$ cat src/rtl/reg_edgecount_trigger.sv
// Register-mapped edge-counting trigger qualifier on the shared 8-bit register bus.
// Optional glitch filter and FILT register are built when EDGETRIG_FILTER_EN is defined.
module reg_edgecount_trigger #(
   parameter logic [5:0]  ADDR_EDGETRIG = 6'd53,
   parameter int unsigned PULSE_LEN     = 4
) (
   input  logic        clk,
   input  logic        reset_n,
   input  logic [5:0]  reg_address,
   input  logic [15:0] reg_bytecnt,
   input  logic [7:0]  reg_datai,
   output logic [7:0]  reg_datao,
   input  logic [15:0] reg_size,
   input  logic        reg_read,
   input  logic        reg_write,
   input  logic        reg_addrvalid,
   input  logic [5:0]  reg_hypaddress,
   output logic [15:0] reg_hyplen,
   output logic        reg_stream,
   input  logic        trig_in,
   output logic        trig_out
);

   localparam logic [3:0] PULSE_LAST = 4'(PULSE_LEN - 1);

   typedef enum logic [1:0] {
      ST_IDLE  = 2'd0,
      ST_ARMED = 2'd1,
      ST_FIRE  = 2'd2
   } state_t;

   state_t      state_q, state_d;
   logic [15:0] target_q, target_d;
   logic [15:0] count_q, count_d;
   logic [3:0]  ctrl_q, ctrl_d;
   logic [3:0]  pcnt_q, pcnt_d;
   logic        fired_q, fired_d;
   logic        trig_out_q, trig_out_d;
   logic        sync1_q, sync2_q;
   logic        level_q, level_d;
   logic        edge_q, edge_d;
   logic [7:0]  filt_rd;
   logic [15:0] tgt_eff;
   logic        addr_hit, wr_hit, ctrl_wr;
   logic        unused_ok;

   assign unused_ok  = ^reg_size;
   assign addr_hit   = reg_addrvalid && (reg_address == ADDR_EDGETRIG);
   assign wr_hit     = reg_write && addr_hit;
   assign ctrl_wr    = wr_hit && (reg_bytecnt == 16'd2);
   assign tgt_eff    = (target_q == 16'd0) ? 16'd1 : target_q;
   assign reg_hyplen = (reg_hypaddress == ADDR_EDGETRIG) ? 16'd7 : 16'd0;
   assign reg_stream = 1'b0;
   assign trig_out   = trig_out_q;

`ifdef EDGETRIG_FILTER_EN
   logic [7:0] filt_q, filt_d;
   logic [7:0] fcnt_q, fcnt_d;

   // A new level is adopted once it has differed from the accepted level for FILT+1 cycles.
   always_comb begin
      filt_d  = filt_q;
      fcnt_d  = 8'd0;
      level_d = level_q;
      if (wr_hit && (reg_bytecnt == 16'd3)) filt_d = reg_datai;
      if (sync2_q != level_q) begin
         if (fcnt_q >= filt_q) level_d = sync2_q;
         else                  fcnt_d  = fcnt_q + 8'd1;
      end
   end

   always_ff @(posedge clk or negedge reset_n) begin
      if (!reset_n) begin
         filt_q <= 8'd0;
         fcnt_q <= 8'd0;
      end else begin
         filt_q <= filt_d;
         fcnt_q <= fcnt_d;
      end
   end

   assign filt_rd = filt_q;
`else
   always_comb level_d = sync2_q;
   assign filt_rd = 8'd0;
`endif

   // Direction is chosen from CTRL at detection time; the edge is counted one cycle later.
   always_comb begin
      edge_d = 1'b0;
      if (level_d != level_q)
         edge_d = ctrl_q[1] | (ctrl_q[0] ? level_d : ~level_d);
   end

   always_comb begin
      state_d  = state_q;
      target_d = target_q;
      count_d  = count_q;
      ctrl_d   = ctrl_q;
      pcnt_d   = pcnt_q;
      fired_d  = fired_q;
      if (wr_hit && (reg_bytecnt == 16'd0)) target_d[7:0]  = reg_datai;
      if (wr_hit && (reg_bytecnt == 16'd1)) target_d[15:8] = reg_datai;
      if (ctrl_wr) begin
         // A CTRL write overrides whatever the sequencer would do, including a same-cycle edge.
         ctrl_d  = reg_datai[3:0];
         fired_d = 1'b0;
         pcnt_d  = 4'd0;
         if (reg_datai[3]) begin
            state_d = ST_ARMED;
            count_d = 16'd0;
         end else begin
            state_d = ST_IDLE;
         end
      end else begin
         case (state_q)
            ST_ARMED: begin
               if (count_q >= tgt_eff) begin
                  state_d = ST_FIRE;
                  pcnt_d  = 4'd0;
                  fired_d = 1'b1;
               end else if (edge_q && (count_q != 16'hFFFF)) begin
                  count_d = count_q + 16'd1;
               end
            end
            ST_FIRE: begin
               if (pcnt_q == PULSE_LAST) begin
                  if (ctrl_q[2]) begin
                     ctrl_d[3] = 1'b0;
                     state_d   = ST_IDLE;
                  end else begin
                     count_d = 16'd0;
                     state_d = ST_ARMED;
                  end
               end else begin
                  pcnt_d = pcnt_q + 4'd1;
               end
            end
            default: ;
         endcase
      end
      trig_out_d = (state_d == ST_FIRE);
   end

   always_ff @(posedge clk or negedge reset_n) begin
      if (!reset_n) begin
         sync1_q    <= 1'b0;
         sync2_q    <= 1'b0;
         level_q    <= 1'b0;
         edge_q     <= 1'b0;
         state_q    <= ST_IDLE;
         target_q   <= 16'd1;
         count_q    <= 16'd0;
         ctrl_q     <= 4'd0;
         pcnt_q     <= 4'd0;
         fired_q    <= 1'b0;
         trig_out_q <= 1'b0;
      end else begin
         sync1_q    <= trig_in;
         sync2_q    <= sync1_q;
         level_q    <= level_d;
         edge_q     <= edge_d;
         state_q    <= state_d;
         target_q   <= target_d;
         count_q    <= count_d;
         ctrl_q     <= ctrl_d;
         pcnt_q     <= pcnt_d;
         fired_q    <= fired_d;
         trig_out_q <= trig_out_d;
      end
   end

   always_comb begin
      reg_datao = 8'd0;
      if (reg_read && addr_hit) begin
         case (reg_bytecnt)
            16'd0:   reg_datao = target_q[7:0];
            16'd1:   reg_datao = target_q[15:8];
            16'd2:   reg_datao = {4'd0, ctrl_q};
            16'd3:   reg_datao = filt_rd;
            16'd4:   reg_datao = count_q[7:0];
            16'd5:   reg_datao = count_q[15:8];
            16'd6:   reg_datao = {6'd0, (state_q != ST_IDLE), fired_q};
            default: reg_datao = 8'd0;
         endcase
      end
   end

endmodule

$ cat config.mk
export PLATFORM = sky130hd
export DESIGN_NAME = reg_edgecount_trigger
export DESIGN_NICKNAME = d
export VERILOG_FILES = /design/src/rtl/reg_edgecount_trigger.sv
export SDC_FILE = /design/constraint.sdc
export NUM_CORES = 1
export LEC_CHECK = 0
export CORE_AREA = 5 5 88 90
export CTS_CLUSTER_DIAMETER = 150
export DETAILED_ROUTE_END_ITERATION = 16
export DIE_AREA = 0 0 93 95
export GPL_TIMING_DRIVEN = 0
export HOLD_SLACK_MARGIN = 0.1
export PLACE_DENSITY = 0.86
export SLEW_MARGIN = 20
export SYNTH_ARGS = -nofsm -noshare
export SYNTH_HDL_FRONTEND = slang
export SYNTH_SLANG_ARGS = --single-unit
$ cat constraint.sdc
create_clock -name clk -period 2.9 [get_ports clk]
set_input_delay 0.435 -clock clk [delete_from_list [all_inputs] [get_ports clk]]
set_output_delay 0.435 -clock clk [all_outputs]
set_load 0.02 [all_outputs]
---- Yosys cells after proc, flatten, opt, wreduce, memory -nomap -nowiden ----
Index checks and enable logic that the tools add are counted.
W data, S select, Z words.
storage, ports and cells
  register bits ........................... 48
  output and inout bits ................... 26
  logic and storage cells ................. 88
operators by class
  reductions and logical operators ........ 20
  add/subtract/negate cells ............... 2
  order comparisons ....................... 1
  muxes and demuxes ....................... 30
  bitwise operators ....................... 2
  equality and inequality tests ........... 20
operators by type and width
  operator                 count
  $mux W16                 7
  $eq A16 B3 Y1 const B    3
  $pmux W8 S6              1
  $logic_not A16 Y1        2
  $pmux W16 S2             1
  $ne A3 B3 Y1 const B     6
  $add A16 B1 Y16 const B  1
  $eq A16 B1 Y1 const B    1
  $eq A16 B2 Y1 const B    1
  $ge A16 B16 Y1           1
  $ne A16 B16 Y1 const B   1
  $eq A6 B6 Y1 const B     2
  $mux W4                  3
  $reduce_bool A2 Y1       6
  $mux W1                  11
  $mux W8                  1
  $pmux W4 S2              1
  $logic_and A1 B1 Y1      7
  $mux W2                  3
  $reduce_and A3 Y1        2
  $reduce_and A6 Y1        1
  $add A4 B1 Y4 const B    1
  $eq A2 B2 Y1 const B     2
  $eq A4 B2 Y1 const B     1
  other kinds (9)          9

---- Longest topological paths before layout ----
  word-level depth ........................ 7
  gate-level depth with buffers ........... 11
  depth with buffers taken out ............ 10

---- Worst setup path after synthesis ----
OpenSTA, ideal clock, no wires.
  kind .................................... flip-flop to flip-flop
  start ................................... register target_q[9]
  end ..................................... register count_q[15]
  stages on the path, launching flop included .. 11
  library setup time ...................... 69 ps
  data arrival time ....................... 2,519 ps
  setup slack ............................. 312 ps
  data required time ...................... 2,831 ps
  clock period less this slack ............ 2,588 ps
  cell sequence ........................... dfrtp_1 -> nor4_1 -> a41o_1 -> ha_1 -> and3_1 -> o21ai_0 -> a311oi_1 -> nor3_1 -> a31oi_4 -> or4_1 -> nand3_1
between the ends
  word-level cells in the longest chain between the ends .. 5
RTL lines
  item                           RTL line  source
  start: declaration             33        logic [15:0] target_q, target_d;
  start signal: assignment       164       target_q <= target_d;
  $logic_not A16 Y1              51        assign tgt_eff = (target_q == 16'd0) ? 16'd1 : target_q;
  $mux W16 *                     51
  $ge A16 B16 Y1 *               118       if (count_q >= tgt_eff) begin
  $ne A3 B3 Y1 (no line) *       n/a
  $reduce_and A6 Y1 (no line) *  n/a
  end signal: assignment         165       count_q <= count_d;
  end: declaration               34        logic [15:0] count_q, count_d;
Mark *: on every way between the ends. The rest lies on a longest branch, timed or not.
A chain may end at the register's enable or synchronous reset.

---- Worst setup path after layout ----
  start ................................... register target_q[8]
  end ..................................... register count_q[11]
The elaborated chain is that of the path after synthesis.

==> impl_results.md <==
- Antenna violations before repair: 0
- CP Class: reg2reg
- CTS max path bufs: 2
- #FFs+latches synth: 48
- Final setup violation count: 0
- Post-synth EDFFs: 0
- Most frequent cells in the layout: nand2_1, dfrtp_1, clkdlybuf4s50_1
- Hpwl dp: between 6 and 7 mm
- # clock sinks: 48
- H-Tree Depth: 2
- Detailed-route via count: about 3,300
- Gr ovfl total: 0
- Num rows: 31
- Hold Path Cell Cnt: 0
- Die W: a little over 90 um
- Post-synthesis sequential area ratio: 35.8%
- Total of max-cap violations: 0
- DRC violation count after routing: 0
- Final Hold Fails: 0
- Register-to-Register Path Depth: 11
- Flop-to-flop setup slack: 0.04 ns
- Largest family of logic cells by synthesized area: simple AND/OR/NAND/NOR gates
- Slew @ Worst Pin: roughly 0.64 ns
- Die area: approximately 8800 sq um
- Status: completed
- Layout area overhead: 26.3%
- Syn. warnings: 0
- Clock root buffer master: clkbuf_8
- Fin crit share: approximately 99%
- DRT Pass-1 Iters: 5
- Achievable frequency: about 350 MHz
- Fin cells: 541
- Maximum vdd drop: approximately 0.00027 V
- Largest stage delay, worst path: ~0.45 ns
- GRT Total Usage: about a fifth
- Post-layout minimum cycle time: approximately 2.9 ns
- Ant. Diodes: 0
- Hold Path Class: reg2reg
- Drt first-iter violations: ~240
- Final Util: slightly above 60%
- Post-DRT Antenna Nets: 0
- DR WL/cell: 17.5 um
- Post-synthesis mux area share: roughly 4.2%
- I/O pins: 84
- Core region area: between 6000 and 7000 sq um
- Design area: 4240 sq um
- Crit path launch: target_q[8]$_DFFE_PN0P_
- Synth Instances: approximately 380
- Synth Area in Simple Gates: 24.1%
- DP Area: just over 4000 sq um
- Synth Flop Type: dfrtp_1
- GPL Wtd Cong: 0.905
- Die Y: 95 um
- Setup total negative slack: 0 ns
- Mapped Area: between 3000 and 4000 sq um
- Clock Pin Slew Worst Setup and Hold Paths: ~0.09 ns
- Netlist cell types: between 60 and 70
- Req. time, crit path: ~3.1 ns
- Post-Route WL: between 9 and 10 mm
- Initial Util: 48.0%
- Leak pwr: between 1.5 and 2 nW
- Compound-Gate Fraction of Synth Area: a little under a fifth
- CTS Buf Count: 5
- Reg-to-Reg End: count_q[11]$_DFFE_PN0P_
- Clock Skew: roughly 0.0065 ns
- Pin count of the biggest net entering global routing: 31
- RSZ-0062 raised after global routing: yes
- XOR/XNOR Fraction of Synth Area: less than 1%
- Cell Chain, Critical Path: nor4_4 -> a41o_1 -> ha_1 -> and3_1 -> o21ai_2 -> a311oi_4 -> nor3_4 -> a31oi_4 -> nand2b_4 -> buf_12 -> o31ai_2
- Inst Count DP: 526
- Global-route wire length before repair: around 15 mm
- WP data arrival: around 3.1 ns
- Slew Limit Headroom: between 50% and 60%
- P per Cell Area: around 600 nW/um^2
- Final nets: 537
- Final slew viol count: 0
- Asr flop ratio synth: 100%
- IO Port Bufs: 51
- Worst r2r src: target_q[8]$_DFFE_PN0P_
- Clock Latency Late Sink: approximately 0.3 ns
- Kind of start point of the critical path: flip-flop
- Min-delay src: sync1_q$_DFF_PN0_
- Avg Synthesized Cell Area: 8.85 sq um
- WHS Endpoint: level_d$_DFF_PN0_
- Via/cell ratio: 6.06
- Vias in the first global route: roughly 3,200
- Slowest stage cell on the critical path: dfrtp_1
- Crit-path max FO: 10
- Worst setup EP type: flip-flop
- CTS tree: yes
- Share of cells above drive strength 1: between 10% and 20%
- Synth Area in Adders: a little under 8%
[report_power, final]
| group | switching (W) | leakage, nW | internal (W) |
|---|---|---|---|
| Clock | 0.000229 | 0.0510 | 0.000191 |
| Sequential | 0.000234 | 0.518 | 0.000800 |
| Combinational | 0.000601 | 1.34 | 0.000494 |
| Total | 0.00106 | 1.90 | 0.00149 |
[stage by stage]
step | hold slack, ns | power [W] | setup WS, ns
2_1_floorplan | 0.139 | 0.00171 | 0.312
3_3_place_gp | 0.333 | 0.00198 | -0.227
3_5_place_dp | 0.336 | 0.00204 | -0.249
4_1_cts | 0.356 | 0.00247 | 0.00414
5_1_grt | 0.374 | 0.00273 | -0.0660
6_report | 0.353 | 0.00255 | 0.0407
[registers in the layout, indices dropped and copies added (netlist names)]
| register | cells |
|---|---|
| level_d | 1 |
| trig_out | 1 |
| target_q | 16 |
| pcnt_q | 4 |
| level_q | 1 |
| state_q | 2 |
| ctrl_q | 4 |
| count_q | 16 |
| edge_q | 1 |
| fired_q | 1 |
| sync1_q | 1 |
[Yosys cell counts, drive strengths merged, types with 2 or more instances]
| library cell | number | area [sq um] |
|---|---|---|
| nor2b | 8 | 50.1 |
| o31ai | 8 | 78.8 |
| nand4 | 4 | 25.0 |
| nand2b | 5 | 38.8 |
| nor3 | 5 | 25.0 |
| mux2i | 4 | 40.0 |
| a21o | 2 | 15.0 |
| and3 | 9 | 56.3 |
| ha | 21 | 263 |
| mux4 | 4 | 90.1 |
| nand3 | 18 | 90.1 |
| nand4b | 5 | 43.8 |
| o41ai | 2 | 17.5 |
| nand2 | 47 | 176 |
| inv | 24 | 90.1 |
| o21a | 4 | 30.0 |
| clkbuf | 6 | 22.5 |
| nor2 | 26 | 97.6 |
| nor4 | 5 | 43.8 |
| o22ai | 2 | 12.5 |
| a31oi | 3 | 33.8 |
| nor3b | 4 | 30.0 |
| a222oi | 2 | 20.0 |
| and2 | 5 | 31.3 |
| a32oi | 2 | 17.5 |
| o21ai | 43 | 234 |
| dfrtp | 47 | 1180 |
| a22o | 2 | 17.5 |
| or3 | 4 | 25.0 |
| a31o | 3 | 26.3 |
| buf | 23 | 184 |
| a21oi | 14 | 73.8 |
| or4 | 2 | 15.0 |
[layer usage]
layer,vias to the layer above,track usage (%),wire [um]
met5,-,0,0
met4,0,8.42,263
met3,28,4.38,917
met2,214,37.0,4630
met1,1536,25.6,3650
li1,1502,-,-
[how the worst max path moves through the flow]
stage,to
CTS,count_q[11]$_DFFE_PN0P_
global placement,reg_datao[3]
detailed placement,reg_datao[3]
finish,count_q[11]$_DFFE_PN0P_
global route,count_q[6]$_DFFE_PN0P_
floorplan,count_q[15]$_DFFE_PN0P_
[critical path: cells and delay by family (launching register included)]
family | cells | cell delay, ns
adder cells (fa/ha/maj) | 1 | 0.23
AO/OA/AOI/OAI | 5 | 0.98
flip-flops | 1 | 0.45
buffers and inverters | 1 | 0.18
AND/OR/NAND/NOR | 4 | 0.93
[cells by family (layout without fill, tap and decap cells)]
| kind of cell | count (synthesis) | in the layout |
|---|---|---|
| AOI/OAI and AO/OA | 92 | 93 |
| xor gates and xnor gates | 2 | 2 |
| adders and majority gates | 21 | 21 |
| buffers and inverters | 53 | 119 |
| DFF | 48 | 48 |
| muxes | 9 | 9 |
| other | 1 | 14 |
| and+or+nand+nor | 153 | 153 |
[layout make-up]
class                   count  area [sq um]
clock buffers               6          82.6
plain buffers              29           208
well taps                  82           103
multi-input cells         292          1980
flip-flops and latches     48          1200
fillers                   585          2750
repair buffers             58           563
clock inverters             2          10.0
inverters                  24          90.1
[what timing repair did]
action,4_1_cts,5_1_grt
pin swaps,1,5
hold buffers,1,0
hold endpoints to repair,18,0
endpoints found under the setup margin,29,24
gates cloned,0,1
resized for setup,14,13
buffers inserted,1,4
Note: power is estimated with default switching activity, not from simulation.
